File: config.mk
export PLATFORM = sky130hd
export DESIGN_NAME = int_sched_flat
export DESIGN_NICKNAME = d
export VERILOG_FILES = /design/src/rtl/int_sched_pkg.sv /design/src/rtl/int_sched_if.sv /design/src/rtl/prio_enc8.sv /design/src/rtl/int_sched.sv /design/src/flat_wrapper.sv
export SDC_FILE = /design/constraint.sdc
export NUM_CORES = 1
export LEC_CHECK = 0
export CORE_UTILIZATION = 49
export DETAILED_ROUTE_END_ITERATION = 6
export GPL_ROUTABILITY_DRIVEN = 1
export PLACE_DENSITY = 0.81
export SYNTH_ARGS = -nofsm -noshare
export SYNTH_HDL_FRONTEND = slang
export SYNTH_SLANG_ARGS = --single-unit
File: constraint.sdc
create_clock -name clk -period 2.82 [get_ports clk]
set_clock_uncertainty 0.05 [all_clocks]
set_input_delay 0.564 -clock clk [delete_from_list [all_inputs] [get_ports clk]]
set_output_delay 0.564 -clock clk [all_outputs]
set_load 0.05 [all_outputs]
File: src/rtl/int_sched_pkg.sv
// Shared types and sizes for the interrupt scheduler: line ids, stack geometry, FSM states.
package int_sched_pkg;

  localparam int unsigned NUM_LINES   = 8;
  localparam int unsigned STACK_DEPTH = 4;

  typedef logic [2:0] line_id_t;

  typedef enum logic [1:0] {
    StIdle,
    StOffer,
    StGap
  } state_e;

endpackage

File: src/rtl/int_sched_if.sv
// Bundle between the interrupt scheduler and CP0: raw lines, masks, handshake and status.
interface int_sched_if;

  logic [int_sched_pkg::NUM_LINES-1:0] irq_in;
  logic [int_sched_pkg::NUM_LINES-1:0] im;
  logic                                ie;
  logic                                take;
  logic                                eret;
  logic                                int_req;
  int_sched_pkg::line_id_t             int_id;
  logic [31:0]                         vector;
  logic [int_sched_pkg::NUM_LINES-1:0] in_service;
  logic [2:0]                          depth;

  modport master (
    output irq_in, im, ie, take, eret,
    input  int_req, int_id, vector, in_service, depth
  );

  modport slave (
    input  irq_in, im, ie, take, eret,
    output int_req, int_id, vector, in_service, depth
  );

endinterface

File: src/rtl/prio_enc8.sv
// Fixed-priority encoder: lowest set request bit wins.
module prio_enc8 (
  input  logic [7:0] req,
  output logic       valid,
  output logic [2:0] idx
);

  always_comb begin
    valid = 1'b0;
    idx   = 3'd0;
    // Walk high to low so the lowest index is written last.
    for (int i = 7; i >= 0; i--) begin
      if (req[i]) begin
        valid = 1'b1;
        idx   = 3'(i);
      end
    end
  end

endmodule

File: src/rtl/int_sched.sv
// Nested vectored interrupt scheduler: edge capture, fixed-priority offer to CP0,
// and a 4-deep in-service stack that only admits strictly higher-priority preemption.
module int_sched #(
  parameter logic [31:0] VEC_BASE  = 32'h0000_0180,
  parameter int unsigned VEC_SHIFT = 5
) (
  input logic       clk,
  input logic       clr,
  int_sched_if.slave bus
);
  import int_sched_pkg::*;

  logic [NUM_LINES-1:0] irq_q, pending_q, pending_d;
  logic [NUM_LINES-1:0] rise, below, eligible, clr_mask, in_service;
  line_id_t             stack_q [STACK_DEPTH];
  line_id_t             stack_d [STACK_DEPTH];
  logic [2:0]           depth_q, depth_d;
  state_e               state_q, state_d;
  line_id_t             id_q, id_d;
  line_id_t             top, win_idx;
  logic                 win_valid, do_push, do_pop, room;

  assign rise = bus.irq_in & ~irq_q;
  // depth=4 wraps the 2-bit index to 3, which is still the correct top slot.
  assign top  = stack_q[depth_q[1:0] - 2'd1];
  assign room = depth_q < 3'(STACK_DEPTH);

  always_comb begin
    below = '0;
    for (int i = 0; i < NUM_LINES; i++) begin
      below[i] = (depth_q == 3'd0) || (3'(i) < top);
    end
  end

  assign eligible = pending_q & bus.im & {NUM_LINES{bus.ie}} & below & {NUM_LINES{room}};

  prio_enc8 u_prio (
    .req   (eligible),
    .valid (win_valid),
    .idx   (win_idx)
  );

  always_comb begin
    state_d = state_q;
    id_d    = id_q;
    do_push = 1'b0;
    unique case (state_q)
      StIdle: begin
        if (win_valid) begin
          state_d = StOffer;
          id_d    = win_idx;
        end
      end
      StOffer: begin
        if (bus.take) begin
          do_push = 1'b1;
          state_d = StGap;
        end else if (!eligible[id_q]) begin
          state_d = StIdle;
        end
      end
      StGap:   state_d = StIdle;
      default: state_d = StIdle;
    endcase
  end

  assign do_pop = bus.eret && (depth_q != 3'd0);

  always_comb begin
    stack_d  = stack_q;
    depth_d  = depth_q;
    clr_mask = '0;
    if (do_push && do_pop) begin
      stack_d[depth_q[1:0] - 2'd1] = id_q;
    end else if (do_push) begin
      stack_d[depth_q[1:0]] = id_q;
      depth_d               = depth_q + 3'd1;
    end else if (do_pop) begin
      depth_d = depth_q - 3'd1;
    end
    if (do_push) clr_mask[id_q] = 1'b1;
    // A fresh edge in the same cycle as the acknowledge must survive the clear.
    pending_d = (pending_q & ~clr_mask) | rise;
  end

  always_comb begin
    in_service = '0;
    for (int i = 0; i < STACK_DEPTH; i++) begin
      if (3'(i) < depth_q) in_service[stack_q[i]] = 1'b1;
    end
  end

  always_ff @(posedge clk) begin
    if (clr) begin
      state_q   <= StIdle;
      id_q      <= '0;
      irq_q     <= '0;
      pending_q <= '0;
      depth_q   <= '0;
      stack_q   <= '{default: '0};
    end else begin
      state_q   <= state_d;
      id_q      <= id_d;
      irq_q     <= bus.irq_in;
      pending_q <= pending_d;
      depth_q   <= depth_d;
      stack_q   <= stack_d;
    end
  end

  assign bus.int_req    = (state_q == StOffer);
  assign bus.int_id     = id_q;
  assign bus.vector     = VEC_BASE + (32'(id_q) << VEC_SHIFT);
  assign bus.in_service = in_service;
  assign bus.depth      = depth_q;

endmodule

File: src/flat_wrapper.sv
// flat-port wrapper written by rule: the top's interface ports become plain ports
module int_sched_flat import int_sched_pkg::*;
#(
  parameter logic [31:0] VEC_BASE  = 32'h0000_0180,
  parameter int unsigned VEC_SHIFT = 5
)
  (clk, clr, bus_irq_in, bus_im, bus_ie, bus_take, bus_eret, bus_int_req, bus_int_id, bus_vector, bus_in_service, bus_depth);
  int_sched_if bus_i ();
  input logic clk;
  input logic clr;
  input wire logic [$bits(bus_i.irq_in)-1:0] bus_irq_in;
  input wire logic [$bits(bus_i.im)-1:0] bus_im;
  input wire logic [$bits(bus_i.ie)-1:0] bus_ie;
  input wire logic [$bits(bus_i.take)-1:0] bus_take;
  input wire logic [$bits(bus_i.eret)-1:0] bus_eret;
  output wire logic [$bits(bus_i.int_req)-1:0] bus_int_req;
  output wire logic [$bits(bus_i.int_id)-1:0] bus_int_id;
  output wire logic [$bits(bus_i.vector)-1:0] bus_vector;
  output wire logic [$bits(bus_i.in_service)-1:0] bus_in_service;
  output wire logic [$bits(bus_i.depth)-1:0] bus_depth;
  assign bus_i.irq_in = bus_irq_in;
  assign bus_i.im = bus_im;
  assign bus_i.ie = bus_ie;
  assign bus_i.take = bus_take;
  assign bus_i.eret = bus_eret;
  assign bus_int_req = bus_i.int_req;
  assign bus_int_id = bus_i.int_id;
  assign bus_vector = bus_i.vector;
  assign bus_in_service = bus_i.in_service;
  assign bus_depth = bus_i.depth;
  int_sched #(.VEC_BASE(VEC_BASE), .VEC_SHIFT(VEC_SHIFT)) u_core (.clk(clk), .clr(clr), .bus(bus_i));
endmodule
Word level (Yosys, flattened, before mapping)
Index checks and enable logic that the tools add are counted.

Add/sub/neg operators: 4. Order comparisons: 27. Equal/unequal tests: 3. Mux-type cells: 52. Bitwise gates (word level): 15. Reduce and logical (&&, ||, !) cells: 25.

Operators with widths (number): $and A8 B8 Y8 (6); $mux W3 (14); $mux W8 (5); $or A8 B8 Y8 (4); $bwmux W12 (2); $mux W12 (2); $lt A3 B4 Y1 const B (5); $mux W1 (16); $not A8 Y8 (2); $demux W1 S3 (5); $ge A3 B1 Y1 const B (5); $demux W3 S2 (2); $lt A1 B3 Y1 const A (4); $lt A2 B3 Y1 const A (4); $lt A3 B3 Y1 const A (4); $add A9 B8 Y10 const A (1); $logic_and A1 B1 Y1 (9); $logic_or A1 B1 Y1 (8); $bmux W3 S2 (1); $ge A3 B3 Y1 const B (2); $lt A3 B1 Y1 const B (2); $mux W2 (3); $not A2 Y3 (2); $reduce_and A2 Y1 (3); 14 further kinds (15).

Register bits: 36. Input bits: 21. Output and inout port bits: 47. Word-level logic and storage cells: 135.

Logic depth before layout (Yosys ltp)
Depth after elaboration: 19. Depth in mapped cells: 12.

Cells and area by module
From an unflattened synthesis, not the netlist that was laid out.

Cell total of the unflattened synthesis: 298. Area, all modules: 2447.3 µm².

Modules (own cells, without submodules): int_sched (times used 1, cells an instance 285, area an instance 2367.3 µm²); prio_enc8 (times used 1, cells an instance 13, area an instance 80.1 µm²).

Least setup slack after synthesis
Ideal clock, no wire load.

Kind: reg2out. From: reg u_core.depth_q[1] (netlist: u_core.bus.depth[1]). To: out bus_in_service[1]. Arrival: 3294 ps. Data required time: 2206 ps. Setup slack: -1088 ps. Stages on the path, launching flop included: 6. Buffers on the path: 0. Cell sequence: dfxtp_1 inv_1 ha_1 a21oi_1 o21ai_0 o311ai_0.

Cells in the longest elaborated chain, start to end: 8.

RTL lines: from (decl) (RTL line int_sched.sv:17) `logic [2:0] depth_q, depth_d;`; from (signal assigned) (RTL line int_sched.sv:106) `depth_q <= depth_d;`; $lt A1 B3 Y1 (RTL line int_sched.sv:89) `if (3'(i) < depth_q) in_service[stack_q[i]] = 1'b1;`; $mux W8 (RTL line int_sched.sv:89); $or A8 B8 Y8 (no source line); $mux W8 (RTL line int_sched.sv:89); $or A8 B8 Y8 (no source line); $mux W8 (RTL line int_sched.sv:89); $or A8 B8 Y8 (no source line); $mux W8 (*) (RTL line int_sched.sv:89); to (decl) (RTL line flat_wrapper.sv:19) `output wire logic [$bits(bus_i.in_service)-1:0] bus_in_service;`.

Mark *: on every way between the ends. The rest lies on a longest branch, timed or not.

Final worst setup path
From: reg u_core.depth_q[1] (netlist: u_core.bus.depth[1]). To: out bus_in_service[4].

Same word-level chain as after synthesis.

==> run summary <==
Share of final-layout standard cells stronger than drive strength 1: 11.6%
Minimum period implied by the final worst setup slack: 2.70 ns
Reg power frac: 27.7%
Cell area after synthesis: 2560 um2
Static Leakage: 1.11 nW
Number of buffers inserted during clock tree synthesis: 5
Setup violations, final: 0
Unique masters post-synth: 55
DR pass1 iterations: 5
Port buffer count: 40
Share of flip-flops with an asynchronous set or reset: 0%
Count of flip-flops with a built-in enable after synthesis: 0
Crit end category: output port
Highest net fanout along the worst path: 8
Slew at the pin with the worst max-slew slack: 0.565 ns
Max Slew Vio Count: 0
Antenna violations before repair: 0
Highest Clock Rate: 370 MHz
Switching power summed over all nets: 1.11 mW
Clock Power Share: 16.5%
Post-synth top area share: 28.1%
Height of the chip: 74.4 um
Deepest clock path buffer count: 2
Post-cts hold buffer count: 0
Maximum vdd ir drop: 0.459 mV
Pre-CTS WS: 0.102 ns
Area enclosed by the die boundary: 5530 um2
Class of the most critical setup path: flip-flop to output port
Worst hold margin: 0.436 ns
Data arrival time of the critical path: 2.09 ns
Total global routing track utilization: 22.9%
Power Dens Cells: 774 nW/um2
Cell type contributing the most total cell area after synthesis: dfxtp_1
Root Buffer Master: clkbuf_8
Tightest Hold Check Type: flip-flop to flip-flop
Vias post-DR: 2,256
Crit start category: flip-flop
Detail-routed via count per cell: 5.61
Top Ports: 68
Gates resized, CTS repair: 0
Clock insertion delay at the later pin of the skew report: 0.29 ns
Filler Cell Count: 432
Number of max-capacitance violations reported: 0
Core Region: 4880 um2
Area delta synth->final: 18.8%
Worst slew margin relative to its limit: 62.3%
Req. time, crit path: 2.21 ns
Synth top area cells: dfxtp_1 (28%), buf_4 (11%), mux2i_1 (6.6%)
Total grt overflow: 0
Number of DRC violations after detailed-routing iteration 0: 141
Count of antenna diodes in the layout: 0
Final ANT Viol Nets: 0
GP Congestion: 0.982
Cell count of the worst reg-to-reg path: 8
Detailed-route wire length per cell: 14.5 um
Effective utilization at floorplan: 52.6%
Synthesis warning total: 0
Post-layout worst setup margin: 0.117 ns
Final worst-path cycle share: 95.8%
Chip width: 74.4 um
Gate Count Post-Synth: 301
Combinational Power Share: 55.8%
Result of the run: completed
Post-synthesis sequential area ratio: 28.1%
Detailed placement HPWL: 4440 um
Largest net degree at the start of global routing: 37
Global-route wire length before repair: 9720 um
Number of synthesized register bits: 36
Hold Vio Cnt, Final: 0
Total length of routed wires: 5840 um
Average footprint of a synthesized cell: 8.52 um2
Unrepaired setup endpoints after global routing: no
Number of core rows: 25
Clock tree from TritonCTS: yes
Number of cells on the worst hold path: 2
Setup_tns: 0 ns
Int Power: 1.25 mW
DRC Markers: 0
Clock transition at the registers of the reported paths: 0.08 ns
Net count of the finished layout: 363
CTS HTree Levels: 2
Flip-flop cell with the highest count after synthesis: dfxtp_1
Fraction of power spent switching nets: 47.2%
Number of buffers inserted to repair setup after CTS: 0
Total clock sinks: 36
Vias in the first global route: 2,056
[synthesized netlist by cell type (all sizes together), types with 2 or more instances]
cell type	number
dfxtp	36
o21a	3
and4b	2
clkbuf	8
mux2i	17
o31ai	2
a211oi	2
mux4	3
nand2	18
or3	5
o311ai	2
nand4b	3
o32ai	2
o2111ai	3
a32oi	2
a22o	3
and3	2
a21oi	16
nor3	6
inv	5
nand2b	13
buf	40
nand3	9
xnor2	2
ha	8
nor2b	14
o21ai	11
o41ai	3
nand4	5
nand3b	10
nor2	31
[stage by stage]
| stage | power [mW] | util, % | cells | area [um2] |
|---|---|---|---|---|
| 2_1_floorplan | 1.72 | - | 327 | 2690 |
| 3_3_place_gp | 1.96 | 60.5 | 394 | 2950 |
| 3_5_place_dp | 1.97 | 60.5 | 394 | 2950 |
| 4_1_cts | 2.36 | 62.4 | 402 | 3050 |
| 5_1_grt | 2.50 | 62.5 | 402 | 3050 |
| 6_report | 2.36 | 62.5 | 402 | 3050 |
[power groups by stage]
| stage | Sequential, mW | Combinational [mW] | Clock (mW) |
|---|---|---|---|
| floorplan | 0.722 | 0.995 | 0 |
| global placement | 0.661 | 1.30 | 0 |
| detailed placement | 0.665 | 1.31 | 0 |
| CTS | 0.654 | 1.31 | 0.390 |
| global route | 0.664 | 1.42 | 0.417 |
| finish | 0.654 | 1.32 | 0.388 |
[final timing paths]
kind | start | to | slack (ns)
max | u_core.bus.depth[1] | bus_in_service[4] | 0.12
min | u_core.pending_q[0] | u_core.pending_q[0] | 0.44
max reg2reg | u_core.bus.depth[1] | u_core.bus.int_id[0] | 0.14
min reg2reg | u_core.pending_q[0] | u_core.pending_q[0] | 0.44
[cells in the final DEF, fill, tap and decap left out, types with 3 or more instances in the layout]
cell type,n
nor3_1,5
clkbuf_8,6
o21ai_0,11
nand3_1,9
nand4_1,5
o2111ai_1,3
nand3b_1,10
clkdlybuf4s50_1,32
dfxtp_1,34
nand4b_1,3
conb_1,27
inv_1,5
mux2i_1,17
nand2b_1,13
or3_1,5
mux4_2,3
ha_1,8
nor2_1,30
a22o_1,3
nor2b_1,14
o21a_1,3
a21oi_1,15
nand2_1,17
buf_12,7
buf_4,9
[critical path, stage by stage, from the launching register on]
cell and delay [ns]:
dfxtp_2 0.41, inv_1 0.12, ha_1 0.21, a21oi_1 0.21, nor2_1 0.14, or3_1 0.40, nand4_1 0.15, buf_12 0.15
[sequential cells by signal (all words and copies together), names as in the netlist]
signal	cells
u_core.state_q	2
u_core.pending_q	8
u_core.bus.int_id	3
u_core.irq_q	8
u_core.stack_q	12
u_core.bus.depth	3
[cell type report]
class,count,area [um2],area share [%]
repair buffers,48,528,17.3
clock inverters,1,7.51,0.246
multi-input cells,238,1600,52.5
flip-flops and latches,36,723,23.7
inverters,5,18.8,0.616
clock buffers,7,86.3,2.83
well taps,67,83.8,2.75
[kinds of logic (layout without fill, tap and decap cells)]
family                     Yosys count  after routing  synth area share (%)
AOI/OAI and AO/OA                   59             59                  17.5
xor gates and xnor gates             3              3                  1.02
adders and majority gates            8              8                  3.90
buffers and inverters               53             61                  14.4
DFF                                 36             36                  28.1
muxes                               21             21                  9.71
other                                1             27                 0.146
and+or+nand+nor                    120            120                  25.2
[metal layers]
| layer | GRT usage (%) | wire, um | vias to the layer above |
|---|---|---|---|
| li1 | - | - | 1085 |
| met1 | 31.2 | 2700 | 1064 |
| met2 | 37.4 | 2750 | 102 |
| met3 | 3.93 | 345 | 5 |
| met4 | 6.71 | 43 | 0 |
| met5 | 0 | 0 | - |
(Power assumes the default switching activity.)
